## src/rtl/katapayadi_pkg.sv

```systemverilog
// Shared Katapayadi definitions: decoder FSM states, decimal weights and the
// consonant glyph tables used by both the encoder and the decoder.
package katapayadi_pkg;

  typedef enum logic [1:0] {
    ST_IDLE,
    ST_CONVERT,
    ST_EMIT,
    ST_FINISH
  } kp_state_t;

  localparam logic [7:0] GLYPH_INVALID = 8'h3F;
  localparam logic [3:0] DIGIT_NONE    = 4'hF;

  // Index 0 is the rightmost entry; digit 9 has no consonant and maps to '?'.
  localparam logic [9:0][7:0] GLYPH_PRI = {
    8'h3F, 8'h6A, 8'h73, 8'h63, 8'h6D, 8'h76, 8'h67, 8'h72, 8'h6B, 8'h6E
  };
  localparam logic [9:0][7:0] GLYPH_ALT = {
    8'h3F, 8'h68, 8'h73, 8'h63, 8'h6D, 8'h76, 8'h64, 8'h72, 8'h74, 8'h6E
  };

  function automatic logic [63:0] pow10(input logic [4:0] k);
    logic [63:0] r;
    r = 64'd1;
    for (int i = 0; i < 19; i++) begin
      if (5'(i) < k) r = r * 64'd10;
    end
    return r;
  endfunction

endpackage

```

## src/rtl/katapayadi_glyph.sv

```systemverilog
// Combinational decimal digit to Katapayadi consonant lookup with a flag for
// digit 9, which has no consonant of its own.
module katapayadi_glyph
  import katapayadi_pkg::*;
(
  input  logic [3:0] digit,
  input  logic       alt,
  output logic [7:0] glyph,
  output logic       is_nine
);

  always_comb begin
    glyph   = GLYPH_INVALID;
    is_nine = (digit == 4'd9);
    if (digit != DIGIT_NONE && digit <= 4'd9) begin
      glyph = alt ? GLYPH_ALT[digit] : GLYPH_PRI[digit];
    end
  end

endmodule

```

## src/rtl/katapayadi_decode.sv

```systemverilog
// Binary number to Katapayadi consonant stream, most-significant digit first,
// found by repeated subtraction of powers of ten, one compare per cycle.
module katapayadi_decode
  import katapayadi_pkg::*;
#(
  parameter int DATA_WIDTH = 32,
  parameter int MAX_DIGITS = 10
) (
  input  logic                  clk,
  input  logic                  rst,
  input  logic                  in_valid,
  output logic                  in_ready,
  input  logic [DATA_WIDTH-1:0] in_number,
  input  logic                  in_alt,
  output logic                  out_valid,
  input  logic                  out_ready,
  output logic [7:0]            out_char,
  output logic [3:0]            out_digit,
  output logic                  out_last,
  output logic                  busy,
  output logic                  done,
  output logic [3:0]            digit_count,
  output logic                  err_nine
);

  localparam int         RW    = DATA_WIDTH + 4;
  localparam logic [3:0] K_TOP = 4'(MAX_DIGITS - 1);

  kp_state_t       state_q, state_d;
  logic [RW-1:0]   rem_q;
  logic [3:0]      k_q, cnt_q, dcount_q;
  logic            started_q, alt_q, nine_seen_q, err_nine_q;
  logic [63:0]     pow_full;
  logic [RW-1:0]   pow_k;
  logic            ge, skip, accept, out_hs;
  logic [7:0]      glyph;
  logic            is_nine;

  assign pow_full = pow10({1'b0, k_q});
  assign pow_k    = pow_full[RW-1:0];
  assign ge       = (rem_q >= pow_k);
  // A zero digit before any digit has been emitted is a leading zero, except the units digit.
  assign skip     = !ge && (cnt_q == 4'd0) && !started_q && (k_q != 4'd0);
  assign accept   = in_valid && in_ready;
  assign out_hs   = out_valid && out_ready;

  katapayadi_glyph u_glyph (
    .digit   (cnt_q),
    .alt     (alt_q),
    .glyph   (glyph),
    .is_nine (is_nine)
  );

  always_ff @(posedge clk or posedge rst) begin
    if (rst) state_q <= ST_IDLE;
    else     state_q <= state_d;
  end

  always_comb begin
    state_d = state_q;
    case (state_q)
      ST_IDLE:    if (accept) state_d = ST_CONVERT;
      ST_CONVERT: if (!ge && !skip) state_d = ST_EMIT;
      ST_EMIT:    if (out_hs) state_d = (k_q == 4'd0) ? ST_FINISH : ST_CONVERT;
      ST_FINISH:  state_d = ST_IDLE;
      default:    state_d = ST_IDLE;
    endcase
  end

  // Control path: digit position, running digit, and per-number status
  always_ff @(posedge clk or posedge rst) begin
    if (rst) begin
      k_q         <= 4'd0;
      cnt_q       <= 4'd0;
      started_q   <= 1'b0;
      alt_q       <= 1'b0;
      dcount_q    <= 4'd0;
      nine_seen_q <= 1'b0;
      err_nine_q  <= 1'b0;
    end else begin
      case (state_q)
        ST_IDLE: if (accept) begin
          alt_q       <= in_alt;
          k_q         <= K_TOP;
          cnt_q       <= 4'd0;
          started_q   <= 1'b0;
          dcount_q    <= 4'd0;
          nine_seen_q <= 1'b0;
          err_nine_q  <= 1'b0;
        end
        ST_CONVERT: begin
          if (ge)        cnt_q <= cnt_q + 4'd1;
          else if (skip) k_q   <= k_q - 4'd1;
        end
        ST_EMIT: if (out_hs) begin
          started_q   <= 1'b1;
          dcount_q    <= dcount_q + 4'd1;
          nine_seen_q <= nine_seen_q | is_nine;
          if (k_q == 4'd0) begin
            err_nine_q <= nine_seen_q | is_nine;
          end else begin
            k_q   <= k_q - 4'd1;
            cnt_q <= 4'd0;
          end
        end
        default: ;
      endcase
    end
  end

  // Datapath: remainder only matters between accept and finish, so it carries no reset
  always_ff @(posedge clk) begin
    if (accept)                          rem_q <= {4'b0, in_number};
    else if (state_q == ST_CONVERT && ge) rem_q <= rem_q - pow_k;
  end

  always_comb begin
    in_ready    = (state_q == ST_IDLE);
    out_valid   = (state_q == ST_EMIT);
    out_char    = out_valid ? glyph : 8'h00;
    out_digit   = out_valid ? cnt_q : 4'd0;
    out_last    = out_valid && (k_q == 4'd0);
    busy        = (state_q == ST_CONVERT) || (state_q == ST_EMIT);
    done        = (state_q == ST_FINISH);
    digit_count = dcount_q;
    err_nine    = err_nine_q;
  end

endmodule

```

## config.mk

```make
export PLATFORM = sky130hd
export DESIGN_NAME = katapayadi_decode
export DESIGN_NICKNAME = d
export VERILOG_FILES = /design/src/rtl/katapayadi_pkg.sv /design/src/rtl/katapayadi_glyph.sv /design/src/rtl/katapayadi_decode.sv
export SDC_FILE = /design/constraint.sdc
export NUM_CORES = 1
export LEC_CHECK = 0
export CORE_MARGIN = 8
export CORE_UTILIZATION = 57
export CTS_CLUSTER_DIAMETER = 200
export DETAILED_ROUTE_END_ITERATION = 8
export PLACE_DENSITY = 0.77
export SLEW_MARGIN = 20
export SYNTH_ARGS = -nofsm -noshare
export SYNTH_HDL_FRONTEND = slang
export SYNTH_SLANG_ARGS = --single-unit
```

## constraint.sdc

```tcl
create_clock -name clk -period 34.9 [get_ports clk]
set_clock_uncertainty 0.1 [all_clocks]
set_input_delay 3.49 -clock clk [delete_from_list [all_inputs] [get_ports clk]]
set_output_delay 3.49 -clock clk [all_outputs]
set_load 0.02 [all_outputs]
```

==> flow_metrics.py, run 1 <==
metrics = {
    "global_route": {
        "grt_util_all_layers_pct": 26.3,
        "grt_pass1_wl_mm": 122,
        "antenna_found_initial": 0,
        "overflow": 0,
        "grt_max_degree": 70,
        "grt_pass1_vias": 25460,
    },
    "logic_synthesis": {
        "yosysMostFrequentCell": "ha_1",
        "yosys.area_share.simple_pct": 18.2,
        "synth_edf_count": 32,
        "synth_fp_nets": 4343,
        "syn_avg_cell_area_um2": 7.41,
        "yosys_warnings": 0,
        "synthMuxAreaShare_pct": 3.19,
        "synth_compound_area_share_pct": 28.6,
        "synth_area_mm2": 0.0269,
        "synth_top_family_by_area": "adder cells",
        "ys_top_cells_by_count": "ha_1 (659), a21oi_1 (401), nor2_1 (364), nand2_1 (283), o21ai_0 (238)",
        "synthFlopType": "edfxtp_1",
        "synth_adder_area_share_pct": 31.7,
        "yosysTopAreaCellShare_pct": 30.6,
        "ys_types": 84,
        "synthArstFlopShare_pct": 33.3,
        "postSynthCellCount": 3633,
        "yosysTopAreaCell": "ha_1",
        "synth.area.top_cells": "ha_1 (31%), a21oi_1 (7.5%), xnor2_1 (6.0%)",
        "synth_xor_area_share_pct": 8.84,
        "yosys_register_bits": 54,
        "yosysSeqAreaShare_pct": 5.54,
    },
    "finish": {
        "final_area_mm2": 0.0283,
        "multi_input_area_mm2": 0.0244,
        "drive_above_1_share_pct": 3.92,
        "seqCellArea_mm2": 0.00149,
        "final_util_pct": 60.7,
        "diodes": 0,
        "nNetsFinal": 4333,
        "fillers": 4386,
        "synthToLayoutAreaGrowth_pct": 4.95,
    },
    "sta": {
        "fmax_ghz": 0.0357,
        "fin_crit_sh_pct": 80.2,
        "hold_viol_final": 0,
        "finalSetupTns_ns": 0,
        "slew_viol_final": 0,
        "relSlewSlack_pct": 28.8,
        "rsz0062_at_grt": "false",
        "hold_ws_ns": 0.385,
        "worst_pin_slew_ns": 1.06,
        "setup_viol": 0,
        "fin_crit_ns": 27.99,
    },
    "min_path": {
        "hold_path.class": "reg -> reg",
    },
    "die": {
        "die_x_um": 233,
        "die_area_mm2": 0.0545,
        "io_pins": 59,
        "dieHeight_um": 233,
        "coreArea_mm2": 0.0466,
        "start_util_pct": 57.8,
        "fp-row-count": 79,
    },
    "routing": {
        "vias_per_cell": 6.23,
        "totalWireLength_mm": 73.8,
        "wl_met1_mm": 34.1,
        "first_pass_iters": 6,
        "wl_met2_mm": 34.6,
        "vias": 26342,
        "drc": 0,
        "initialDrtViolationCount": 1732,
        "wl_per_cell_um": 17.4,
        "wl_met3_mm": 3.11,
        "drtAntennaViolNets": 0,
        "routed.top_layer": "met4",
    },
    "critical_path": {
        "crit_path_start_kind": "flip-flop",
        "crit_top_cell": "ha_1",
        "end_kind": "flip-flop",
        "arrival_ns": 27.87,
        "cpMaxStageDelayCell": "a2111oi_0",
        "crit_family": "compound AO/OA/AOI/OAI gates",
        "critPathMaxFanout": 25,
        "criticalPathCategory": "reg -> reg",
        "required_ns": 34.78,
        "slowest_delay_ns": 0.82,
        "path_buf_inv": 8,
    },
    "placed_design": {
        "portBuffers": 57,
        "gp_congestion": 0.942,
        "dpl_cell_area_mm2": 0.0281,
        "dp_hpwl_mm": 61.6,
    },
    "clocking": {
        "clock_path_buffers": 2,
        "cts_buffers": 5,
        "insertion_delay_ns": 0.30,
        "clk_pin_slew_worst_paths_ns": 0.08,
        "cts_tree": "yes",
        "post_cts_resize_count": 0,
        "cts-root-buf": "clkbuf_16",
        "hold_buffers": 0,
        "cts_post_setup_buffers_inserted": 0,
        "cts_sinks": 54,
        "cts.htree.levels": 2,
    },
    "outcome": {
        "outcome": "finished clean",
    },
    "run": {
        "max-cap-violations": 0,
    },
}
## metal layers
metal / up-vias / global-route usage [%]
li1: 13376 / -
met3: 107 / 1.26
met1: 12215 / 34.2
met4: 0 / 7.06
met5: - / 0
met2: 644 / 46.8
## sequential cells by signal, indices dropped and copies added, names as in the netlist
signal       cells
rem_q           36
cnt_q            4
digit_count      4
k_q              4
state_q          2
alt_q            1
err_nine         1
nine_seen_q      1
started_q        1
## cells in the final DEF (no fill, tap or decap), types with 29 or more instances in the layout
master,synthesis,routed
nand2_1,283,282
and2_1,36,35
nor2b_1,38,38
inv_1,173,173
ha_1,659,658
mux2i_1,34,34
xor2_1,84,84
xnor2_1,186,186
nand2b_1,61,61
o21ai_0,238,238
o21bai_1,62,62
nand3_1,66,66
o21a_1,63,63
a31oi_1,35,35
a21o_1,137,137
clkdlybuf4s50_1,0,57
o211ai_1,29,29
nor2_1,364,362
nor3_1,64,64
a211oi_1,45,45
a21oi_1,401,400
mux2_2,46,46
edfxtp_1,32,32
## cell families after synthesis
family,Yosys count
simple gates,1060
mux,80
buf+inv,279
compound gates,1215
fa+ha+maj,673
xor+xnor,271
flops,54
other cells,1
## tightest hold or removal path, stage by stage, from the launching register on
cell and delay [ns]:
dfxtp_1 0.32, nand3_1 0.07, o31ai_1 0.06
## cell type report
type	count	share of cell area, %
Multi-Input combinational cell	3300	86.3
Clock inverter	3	0.155
Clock buffer	5	0.443
Inverter	177	2.35
Sequential cell	54	5.28
Tap cell	607	2.69
Timing Repair Buffer	85	2.76
## path summary, 6_finish.rpt
path	startpoint	cells past startpoint	slack (ns)	end
worst max-delay path	k_q[1]	118	6.91	rem_q[1]
worst min-delay path	rem_q[34]	2	0.38	rem_q[34]
worst max register to register	k_q[1]	118	6.91	rem_q[1]
worst min register to register	rem_q[34]	2	0.38	rem_q[34]
max in group asynchronous	rst	2	30.71	k_q[3]
min in group asynchronous	rst	2	3.50	digit_count[1]
## through the flow
step	std cells	setup slack [ns]
floorplan	3633	10.89
global placement	4223	7.75
finish	4231	6.91
detailed placement	4223	7.43
CTS	4231	7.36
global route	4231	5.10
Power of run 1 is not shown: default switching activity piles up to over one toggle a cycle in this logic, so the estimate is an artifact.
==> inputs of run 2 (changes only) <==
- PLACE_DENSITY: 0.77 -> 0.8
- clock period: 34.9 -> 23.5 ns (I/O delays scaled with it)
==> flow_metrics.py, run 2 (synthesis results as in run 1) <==
metrics = {
    "clocking": {
        "clock_path_buffers": 2,
        "cts.htree.levels": 2,
        "cts_sinks": 54,
        "cts_tree": "yes",
        "cts-root-buf": "clkbuf_16",
        "cts_buffers": 5,
        "hold_buffers": 0,
        "clk_pin_slew_worst_paths_ns": 0.08,
        "insertion_delay_ns": 0.31,
    },
    "sta": {
        "worst_pin_slew_ns": 1.08,
        "hold_viol_final": 0,
        "worst_slack_ns": 0.925,
        "fmax_ghz": 0.0443,
        "relSlewSlack_pct": 27.6,
        "fin_crit_sh_pct": 96.1,
        "finalSetupTns_ns": 0,
        "setup_viol": 0,
        "slew_viol_final": 0,
        "fin_crit_ns": 22.58,
    },
    "critical_path": {
        "worstReg2RegStart": "k_q[0]",
        "startpoint": "k_q[0]",
        "criticalPathCategory": "reg -> reg",
        "end_kind": "flip-flop",
        "slowest_delay_ns": 0.42,
        "arrival_ns": 22.68,
        "rr_endpoint": "k_q[0]",
        "crit_top_cell": "ha_1",
        "ff2ff_setup_slack_ns": 0.92,
        "path_buf_inv": 9,
        "required_ns": 23.61,
        "critPathMaxFanout": 5,
        "rr_worst_depth": 113,
        "cpMaxStageDelayCell": "a2111o_1",
        "critPathCapture": "k_q[0]",
        "crit_family": "adder cells",
        "crit_cells": 113,
        "crit_path_start_kind": "flip-flop",
    },
    "finish": {
        "final_util_pct": 66.7,
        "layout_commonest_cell": "ha_1",
        "final_area_mm2": 0.0311,
        "fillers": 3900,
        "regMostFlops": "rem_q",
        "most-common-layout-cells": "ha_1 (609), a21oi_1 (346), nor2_1 (346), nand2_1 (276), buf_4 (237)",
        "nNetsFinal": 4543,
        "largest_register_ffs": 36,
        "drive_above_1_share_pct": 14.7,
        "diodes": 0,
        "synthToLayoutAreaGrowth_pct": 15.4,
    },
    "placed_design": {
        "dp_slack_ns": -0.119,
        "gp_congestion": 0.978,
        "dpl_cell_area_mm2": 0.0294,
        "dp_hpwl_mm": 61.2,
        "portBuffers": 57,
    },
    "routing": {
        "initialDrtViolationCount": 2027,
        "vias": 27670,
        "first_pass_iters": 5,
        "drc": 0,
        "totalWireLength_mm": 77.7,
        "drtAntennaViolNets": 0,
        "vias_per_cell": 6.23,
        "wl_per_cell_um": 17.5,
    },
    "die": {
        "die_x_um": 233,
        "start_util_pct": 57.8,
        "die_area_mm2": 0.0545,
        "io_pins": 59,
        "fp-row-count": 79,
        "coreArea_mm2": 0.0466,
        "dieHeight_um": 233,
    },
    "global_route": {
        "grt_max_degree": 70,
        "grt_util_all_layers_pct": 26.7,
        "antenna_found_initial": 0,
        "grt_pass1_wl_mm": 125,
        "overflow": 0,
        "grt_pass1_vias": 26106,
    },
    "outcome": {
        "outcome": "finished clean",
    },
    "min_path": {
        "hold_path.class": "reg -> reg",
        "hp-start": "rem_q[32]",
    },
    "run": {
        "max-cap-violations": 0,
    },
}
run 2: cell types whose count changed in the layout (fill, tap and decap cells not counted), sizes merged:
cell    before  now
buf         28  238
inv        176  178
clkinv       3    2
bufinv       1    0
run 2: per-stage QoR:
| stage | hold WS (ns) | cells |
|---|---|---|
| 6_report | 0.372 | 4441 |
| 5_1_grt | 0.400 | 4441 |
| 4_1_cts | 0.373 | 4400 |
| 3_5_place_dp | 0.364 | 4392 |
| 3_3_place_gp | 0.359 | 4392 |
| 2_1_floorplan | 0.348 | 3633 |
run 2: how the worst min path moves through the flow:
stage,end,slack (ns),cells past startpoint
floorplan,nine_seen_q,0.35,2
global placement,rem_q[32],0.36,2
detailed placement,rem_q[32],0.36,2
CTS,rem_q[32],0.37,2
global route,rem_q[34],0.40,2
finish,rem_q[32],0.37,2
run 2: cell type report:
cell class,instances,area (um^2),area share (%)
repair buffers,295,2370,7.63
multi-input cells,3300,25600,82.5
well taps,607,759,2.44
clock inverters,3,18.8,0.0604
flip-flops and latches,54,1490,4.80
inverters,177,664,2.14
clock buffers,5,125,0.403
run 2: worst reg2reg max path: cells and delay by family (launching register included):
kind	cells	cell delay, ns
simple gates	28	3.41
fa+ha+maj	28	8.56
mux	3	0.78
flops	1	0.41
buf+inv	9	0.88
xor+xnor	12	1.92
compound gates	33	6.42
run 2: repair_timing:
item                       CTS  global route
pin swaps                    0            63
gates resized for setup      7           272
gates cloned                 0             0
setup buffers                0            41
setup endpoints to repair   44            50
run 2: routing by layer:
metal  wire length (um)  GRT usage, %
met1              35200          35.6
met3               4250          1.92
met2              36100          45.7
met5                  0             0
met4               2200          8.04
Power of run 2 is left out for the same reason.
